$ cat src/rtl/muldiv_unit.sv
// Iterative RV32M multiply/divide unit.
// Multiplies by radix-2 shift-add and divides by restoring division, one bit
// per clock. Both work on operand magnitudes and fix the sign in the final step.
// Divide-by-zero and signed overflow complete one cycle after accept.
module muldiv_unit #(
  parameter int unsigned XLEN  = 32,
  parameter int unsigned CNT_W = 6
) (
  input  logic            clk,
  input  logic            rst,
  input  logic            start,
  input  logic [2:0]      funct3,
  input  logic [XLEN-1:0] a,
  input  logic [XLEN-1:0] b,
  output logic            busy,
  output logic            done,
  output logic [XLEN-1:0] result
);

  typedef enum logic [1:0] {
    S_IDLE = 2'd0,
    S_MUL  = 2'd1,
    S_DIV  = 2'd2,
    S_DONE = 2'd3
  } state_t;

  state_t            state;
  logic [CNT_W-1:0]  cnt;
  logic [2:0]        op;
  logic [2*XLEN-1:0] acc;    // mul: {partial sum, multiplier}; div: {remainder, dividend/quotient}
  logic [XLEN-1:0]   opnd;   // multiplicand or divisor magnitude
  logic              neg_q;  // product / quotient sign
  logic              neg_r;  // remainder sign
  logic [XLEN-1:0]   res;

  // Request decode on the live inputs (only used at the accept edge)
  logic            is_div;
  logic            a_signed;
  logic            b_signed;
  logic            a_neg;
  logic            b_neg;
  logic [XLEN-1:0] a_mag;
  logic [XLEN-1:0] b_mag;
  logic            div_zero;
  logic            div_ovf;
  logic [XLEN-1:0] early_res;
  logic            accept;

  // Iteration datapath
  logic [XLEN:0]     mul_sum;
  logic [2*XLEN-1:0] mul_next;
  logic [2*XLEN-1:0] mul_fix;
  logic [XLEN:0]     div_shift;
  logic [XLEN:0]     div_diff;
  logic [2*XLEN-1:0] div_next;
  logic [XLEN-1:0]   quot_fix;
  logic [XLEN-1:0]   rem_fix;
  logic              last;
  logic [CNT_W-1:0]  cnt_inc;

  assign busy   = (state == S_MUL) || (state == S_DIV);
  assign done   = (state == S_DONE);
  assign result = res;

  // Decode operand signedness, magnitudes and the early-completion cases
  always_comb begin
    is_div   = funct3[2];
    a_signed = 1'b0;
    b_signed = 1'b0;
    if (is_div) begin
      a_signed = ~funct3[0];
      b_signed = ~funct3[0];
    end else begin
      a_signed = (funct3 == 3'b001) || (funct3 == 3'b010);
      b_signed = (funct3 == 3'b001);
    end
    a_neg    = a_signed & a[XLEN-1];
    b_neg    = b_signed & b[XLEN-1];
    a_mag    = a_neg ? (~a + 1'b1) : a;
    b_mag    = b_neg ? (~b + 1'b1) : b;
    div_zero = is_div && (b == '0);
    div_ovf  = is_div && ~funct3[0] &&
               (a == {1'b1, {(XLEN-1){1'b0}}}) && (b == '1);
    // Overflow DIV returns the dividend itself (0x80000000), overflow REM returns 0
    if (funct3[1])
      early_res = div_zero ? a : '0;
    else
      early_res = div_zero ? '1 : a;
    accept = start && ((state == S_IDLE) || (state == S_DONE));
  end

  // One shift-add step and its sign-corrected form for the final iteration
  always_comb begin
    if (acc[0])
      mul_sum = {1'b0, acc[2*XLEN-1:XLEN]} + {1'b0, opnd};
    else
      mul_sum = {1'b0, acc[2*XLEN-1:XLEN]};
    mul_next = {mul_sum, acc[XLEN-1:1]};
    mul_fix  = neg_q ? (~mul_next + 1'b1) : mul_next;
  end

  // One restoring-division step and sign-corrected quotient/remainder
  always_comb begin
    div_shift = {acc[2*XLEN-1:XLEN], acc[XLEN-1]};
    div_diff  = div_shift - {1'b0, opnd};
    if (div_diff[XLEN])
      div_next = {div_shift[XLEN-1:0], acc[XLEN-2:0], 1'b0};
    else
      div_next = {div_diff[XLEN-1:0], acc[XLEN-2:0], 1'b1};
    quot_fix = neg_q ? (~div_next[XLEN-1:0] + 1'b1) : div_next[XLEN-1:0];
    rem_fix  = neg_r ? (~div_next[2*XLEN-1:XLEN] + 1'b1) : div_next[2*XLEN-1:XLEN];
  end

  // Iteration counter bookkeeping; saturates at XLEN rather than wrapping
  always_comb begin
    last    = (cnt == CNT_W'(XLEN - 1));
    cnt_inc = (cnt == CNT_W'(XLEN)) ? cnt : cnt + 1'b1;
  end

  // Control state, operand capture, iteration and result register
  always_ff @(posedge clk) begin
    if (!rst) begin
      state <= S_IDLE;
      cnt   <= '0;
      op    <= '0;
      acc   <= '0;
      opnd  <= '0;
      neg_q <= 1'b0;
      neg_r <= 1'b0;
      res   <= '0;
    end else begin
      unique case (state)
        S_IDLE, S_DONE: begin
          if (accept) begin
            op    <= funct3;
            cnt   <= '0;
            opnd  <= b_mag;
            neg_q <= a_neg ^ b_neg;
            neg_r <= a_neg;
            if (div_zero || div_ovf) begin
              acc   <= '0;
              res   <= early_res;
              state <= S_DONE;
            end else begin
              acc   <= {{XLEN{1'b0}}, a_mag};
              state <= is_div ? S_DIV : S_MUL;
            end
          end else begin
            state <= S_IDLE;
          end
        end
        S_MUL: begin
          acc <= mul_next;
          cnt <= cnt_inc;
          if (last) begin
            res   <= (op[1:0] == 2'b00) ? mul_fix[XLEN-1:0] : mul_fix[2*XLEN-1:XLEN];
            state <= S_DONE;
          end
        end
        S_DIV: begin
          acc <= div_next;
          cnt <= cnt_inc;
          if (last) begin
            res   <= op[1] ? rem_fix : quot_fix;
            state <= S_DONE;
          end
        end
      endcase
    end
  end

endmodule

$ cat config.mk
export PLATFORM = sky130hd
export DESIGN_NAME = muldiv_unit
export DESIGN_NICKNAME = d
export VERILOG_FILES = /design/src/rtl/muldiv_unit.sv
export SDC_FILE = /design/constraint.sdc
export NUM_CORES = 1
export LEC_CHECK = 0
export BUFFER_PORTS_ARGS = -buffer_cell sky130_fd_sc_hd__buf_2
export CAP_MARGIN = 30
export CORE_ASPECT_RATIO = 0.7
export CORE_MARGIN = 2
export CORE_UTILIZATION = 40
export CTS_CLUSTER_DIAMETER = 60
export CTS_CLUSTER_SIZE = 25
export DETAILED_ROUTE_END_ITERATION = 8
export MAX_ROUTING_LAYER = met4
export SLEW_MARGIN = 20
export SYNTH_ARGS = -nofsm -noshare
export SYNTH_HDL_FRONTEND = slang
export SYNTH_SLANG_ARGS = --single-unit
$ cat constraint.sdc
create_clock -name clk -period 4.7 [get_ports clk]
set_input_delay 0.235 -clock clk [delete_from_list [all_inputs] [get_ports clk]]
set_output_delay 0.235 -clock clk [all_outputs]
set_load 0.01 [all_outputs]
After elaboration in Yosys (flattened, before gate mapping):

Cells that the tools add are included.

* add/subtract/negate cells: 8
* equality and inequality tests: 15
* mux-type cells: 30
* bitwise logic cells: 9
* reduce and logical (&&, ||, !) cells: 17

Operators by type and width (count)
* $mux 32: 14
* $mux 64: 3
* $pmux 64 s3: 1
* $add 32x1->32 const B: 4
* $not 32->32: 4
* $pmux 32 s3: 1
* $add 64x1->64 const B: 1
* $eq 32x32->1 const B: 2
* $not 64->64: 1
* $add 32x32->33: 1
* $mux 33: 1
* $sub 33x32->33: 1
* $logic_not 32->1: 1
* $mux 6: 2
* $pmux 6 s2: 1
* $ne 2x2->1 const B: 5
* $mux 2: 4
* $add 6x1->6 const B: 1
* $eq 6x5->1 const B: 1
* $eq 6x6->1 const B: 1
* $logic_and 1x1->1: 5
* $eq 2x2->1 const B: 2
* $logic_not 2->1: 2
* $logic_or 1x1->1: 4
* 12 further kinds: 16

* register bits: 140
* bits of input ports: 70
* output and inout bits: 34
* word-level logic and storage cells: 87

Longest topological paths before layout:

* depth in word-level cells: 8
* gate-level depth with buffers: 23
* mapped depth without buffers: 19

Worst setup path before layout:

OpenSTA, ideal clock, no wires.

* kind: reg-to-reg
* from: register acc[31]
* to: register res[30] (netlist: result[30])
* setup time: 125 ps
* arrival time: 4833 ps
* setup slack: -258 ps
* stages on the path, launching flop included: 24
* clock period less this slack: 4958 ps
* path through: dfxtp_1 clkbuf_1 inv_1 ha_1 fa_1 nand2b_1 a211oi_1 o21ai_0 o21a_1 or3_1 a21oi_1 nor2_2 inv_1 clkbuf_1 buf_1 ha_1 buf_2 inv_1 o31ai_1 xnor2_1 a22oi_1 o311ai_0 a31oi_1 a31oi_1

* word-level cells in the longest chain between the ends: 8
* elaborated cells on any way between the ends: 16

RTL lines
* from (decl): line 30 `logic [2*XLEN-1:0] acc;`
* from (signal assigned): line 145 `acc <= {{XLEN{1'b0}}, a_mag};`
* from (signal assigned): line 153 `acc <= mul_next;`
* from (signal assigned): line 161 `acc <= div_next;`
* $sub 33x32->33: line 105 `div_diff = div_shift - {1'b0, opnd};`
* $mux 64: line 106 `if (div_diff[XLEN])`
* $not 32->32 (on tied branches): line 110, 111
* $add 32x1->32 (on tied branches): line 110, 111
* $mux 32 (on tied branches): line 110, 111
* $mux 32: line 164 `res <= op[1] ? rem_fix : quot_fix;`
* $mux 32: line 163 `if (last) begin`
* $pmux 32 s3 *: line 132 `unique case (state)`
* to (signal assigned): line 142 `res <= early_res;`
* to (signal assigned): line 156 `res <= (op[1:0] == 2'b00) ? mul_fix[XLEN-1:0] : mul_fix[2*XLEN-1:XLEN];`
* to (signal assigned): line 164
* to (decl): line 34 `logic [XLEN-1:0] res;`

Mark *: on every way between the ends. The rest lies on a longest branch, timed or not. The select of a mux whose other input is x is not followed.
A chain may end at the register's enable or synchronous reset.

Worst setup path in the final report:

* from: register acc[32]
* to: register res[26] (netlist: result[26])

* word-level cells in the longest chain between the ends: 8
* elaborated cells on any way between the ends: 18

RTL lines
* $add 32x32->33 or $sub 33x32->33 (tied branches): line 95, 105
* $mux 33 or $mux 64 (tied branches): line 94, 106
* $not 64->64, or another cell as far along: line 99 `mul_fix = neg_q ? (~mul_next + 1'b1) : mul_next;`
* $add 64x1->64, or another cell as far along: line 99
* $mux 64, or another cell as far along: line 99
* $mux 32 (on tied branches): line 156, 164
* $mux 32 (on tied branches): line 155, 163
* $pmux 32 s3 *: line 132

Marks and branches as above.

==> qor.yml <==
outcome: "finished with violations"
violations: "design-rule violations"
grt-ovfl-total: 0
rr_worst_depth: 14
dp.cells: 3013
slew_headroom_pct: 29.3
ctsRootBufferMaster: "clkbuf_16"
wl_met2_um: 30100
fillers: 4200
ys_warn_count: 0
drcViolationCount: 4
hold_buffers: 0
wl_um: 75000
hpwl_um: 57400
worst_pin_slew_ns: 1.06
grt_start_max_net_pins: 78
muxShareOfSynthArea_pct: 2.40
ant_nets: 0
max_clock_freq_ghz: 0.220
fin_skew_ns: 0.0112
slowest_stage: "fa_1"
path_clk_slew_ns: 0.07
cts_sinks: 140
tritoncts: "built"
cp_max_fo: 5
synth.distinct_cells: 92
htree_levels: 4
routed.top_layer: "met4"
vias: 20000
hold_start: "funct3[1]"
fp.coreArea_mm2: 0.0412
yosysTopAreaCellShare_pct: 16.7
fin_util_pct: 47.0
numCtsBuffers: 17
timing.rr.start: "acc[32]"
hold_path_class: "input pin to flop"
syn_avg_cell_area_um2: 7.02
syn_inst: 2388
initial_core_util_pct: 40.7
gp_congestion: 0.978
synth_top_area_cell: "dfxtp_1"
end_kind: "flop"
crit_type: "flop to flop"
ys.flop_type: "dfxtp_1"
fin_area_mm2: 0.0194
synth_enable_flop_cells: 0
synth_simple_gate_area_share_pct: 25.7
synth_commonest_cells: "nand2_1 (286), o21ai_0 (173), clkbuf_1 (162), nor2_1 (144), dfxtp_1 (140)"
synth_xor_area_share_pct: 8.20
die_h_um: 175
grt_pass1_vias: 18100
synth_compound_area_share_pct: 33.4
layout.nets: 2635
critPathArrivalTime_ns: 4.87
die-width_um: 249
grt_usage_pct: 34.4
fp-row-count: 62
finalCritPeriodShare_pct: 96.6
portBuffers: 103
worstPathBufferInverterCount: 0
viasPerCell: 6.55
final_cells: 3047
area_growth_syn_to_layout_pct: 15.5
synthAdderAreaFrac_pct: 7.55
synthTopCellsByArea: "dfxtp_1 (17%), nand2_1 (6.4%), ha_1 (5.5%)"
critPathTopFamily: "compound AO/OA/AOI/OAI gates"
post-synth-top-count-cell: "nand2_1"
multiInputGateArea_mm2: 0.0131
setup_violations: 0
hold_viol_final: 0
leakage_nw: 7.85
drt-pass1-iter-count: 8
dpl_cell_area_mm2: 0.0186
crit_start: "acc[32]"
detail_route.wl_per_cell_um: 24.6
antenna_found_initial: 3
syn-num-nets: 2534
reg2reg_slack_ns: 0.16
yosysSeqAreaShare_pct: 16.7
dr_wl_met3_um: 9290
finalMaxSlewViolations: 0
syn-cell-area_mm2: 0.0168
synthArstFlopShare_pct: 0
drt-met1-wl_um: 34300
grt_pass1_wl_um: 113000
crit_chain: "ha_1 -> fa_1 -> a21o_1 -> a221o_1 -> a21o_1 -> a31o_2 -> a221o_1 -> nor4_4 -> or3b_1 -> a211o_1 -> nor3_1 -> o21ai_1 -> a221oi_1 -> a21oi_1"
drv_cap: 0
min_to: "op[1]"
regToRegEndpoint: "result[26]"
critPathMaxStageDelay_ns: 0.44
synth_seq_cells: 140
drive_above_1_share_pct: 15.3
num_io_pins: 104
ir_worst_vdd_v: 0.000940
start_kind: "flop"
die_area_mm2: 0.0436
drtIter0Drc: 2644
fin_crit_ns: 4.54
holdPathStages: 3
synth_top_family_by_area: "compound AO/OA/AOI/OAI gates"
powerDensity_mw_per_mm2: 476
regArea_mm2: 0.00281
cts_buffer_depth: 2
insertion_delay_ns: 0.46
crit_required_ns: 5.03
## per-layer routing
layer / track usage [%] / up-vias
li1: - / 9115
met5: - / -
met2: 47.7 / 1124
met4: 6.74 / 0
met3: 8.17 / 92
met1: 50.2 / 9625
## cells in the final DEF, fill, tap and decap left out, types with 46 or more instances in the layout
master	netlist	final
buf_4	1	169
inv_1	67	67
a22oi_1	53	53
nor3_1	56	56
buf_2	7	102
or3_1	56	56
nand2_1	286	286
xnor2_1	76	76
o211ai_1	46	46
dfxtp_1	140	138
xor2_1	81	81
nor2_1	144	142
ha_1	74	72
a21oi_1	139	137
and2_1	62	61
nand3_1	74	74
o21ai_0	173	170
## worst max-delay path by stage
stage,end,cells past startpoint
2_1_floorplan,result[30],23
3_3_place_gp,result[31],16
3_5_place_dp,result[31],16
4_1_cts,result[31],16
5_1_grt,result[25],17
6_report,result[26],14
## timing repair
item                       CTS  global route
setup buffers                0             1
resized for setup            0            24
setup endpoints to repair    0            22
## worst min-delay path, delay by kind of cell
family | cells | cell delay, ns
AOI/OAI and AO/OA | 1 | 0.06
buffers and inverters | 1 | 0.12
and+or+nand+nor | 1 | 0.05
## metrics by stage
step	hold slack [ns]	setup WS, ns	total power [mW]	TNS [ns]
final	0.0652	0.160	9.21	0
after global routing	0.0846	-0.0117	9.65	-0.0117
after CTS	0.0549	0.0275	8.93	0
after detailed placement	0.464	0.0803	7.32	0
after global placement	0.454	0.157	7.28	0
after floorplan	0.380	0.0596	5.21	0
## kinds of logic after synthesis
family          Yosys count
simple gates            865
compound gates          823
buf+inv                 261
xor+xnor                157
flops                   140
fa+ha+maj               106
mux                      36
## state kept, by name, summed over array words and instances (netlist names)
name / flops
result: 32
op: 2
opnd: 32
neg_r: 1
neg_q: 1
state: 2
cnt: 6
acc: 64
## power breakdown
part | internal, mW | total [mW] | switching, mW | leakage [nW]
clock | 0.956 | 1.61 | 0.652 | 0.320
sequential | 1.46 | 1.85 | 0.387 | 1.14
combinational | 1.93 | 5.76 | 3.82 | 6.39
## layout make-up
| cell class | count | share of cell area [%] |
|---|---|---|
| Tap cell | 544 | 3.52 |
| Clock inverter | 14 | 1.18 |
| Timing Repair Buffer | 274 | 9.50 |
| Clock buffer | 18 | 2.22 |
| Sequential cell | 140 | 14.5 |
| Antenna cell | 1 | 0.0129 |
| Inverter | 69 | 1.34 |
| Multi-Input combinational cell | 1987 | 67.7 |
Power figures use the tool's default switching activity.
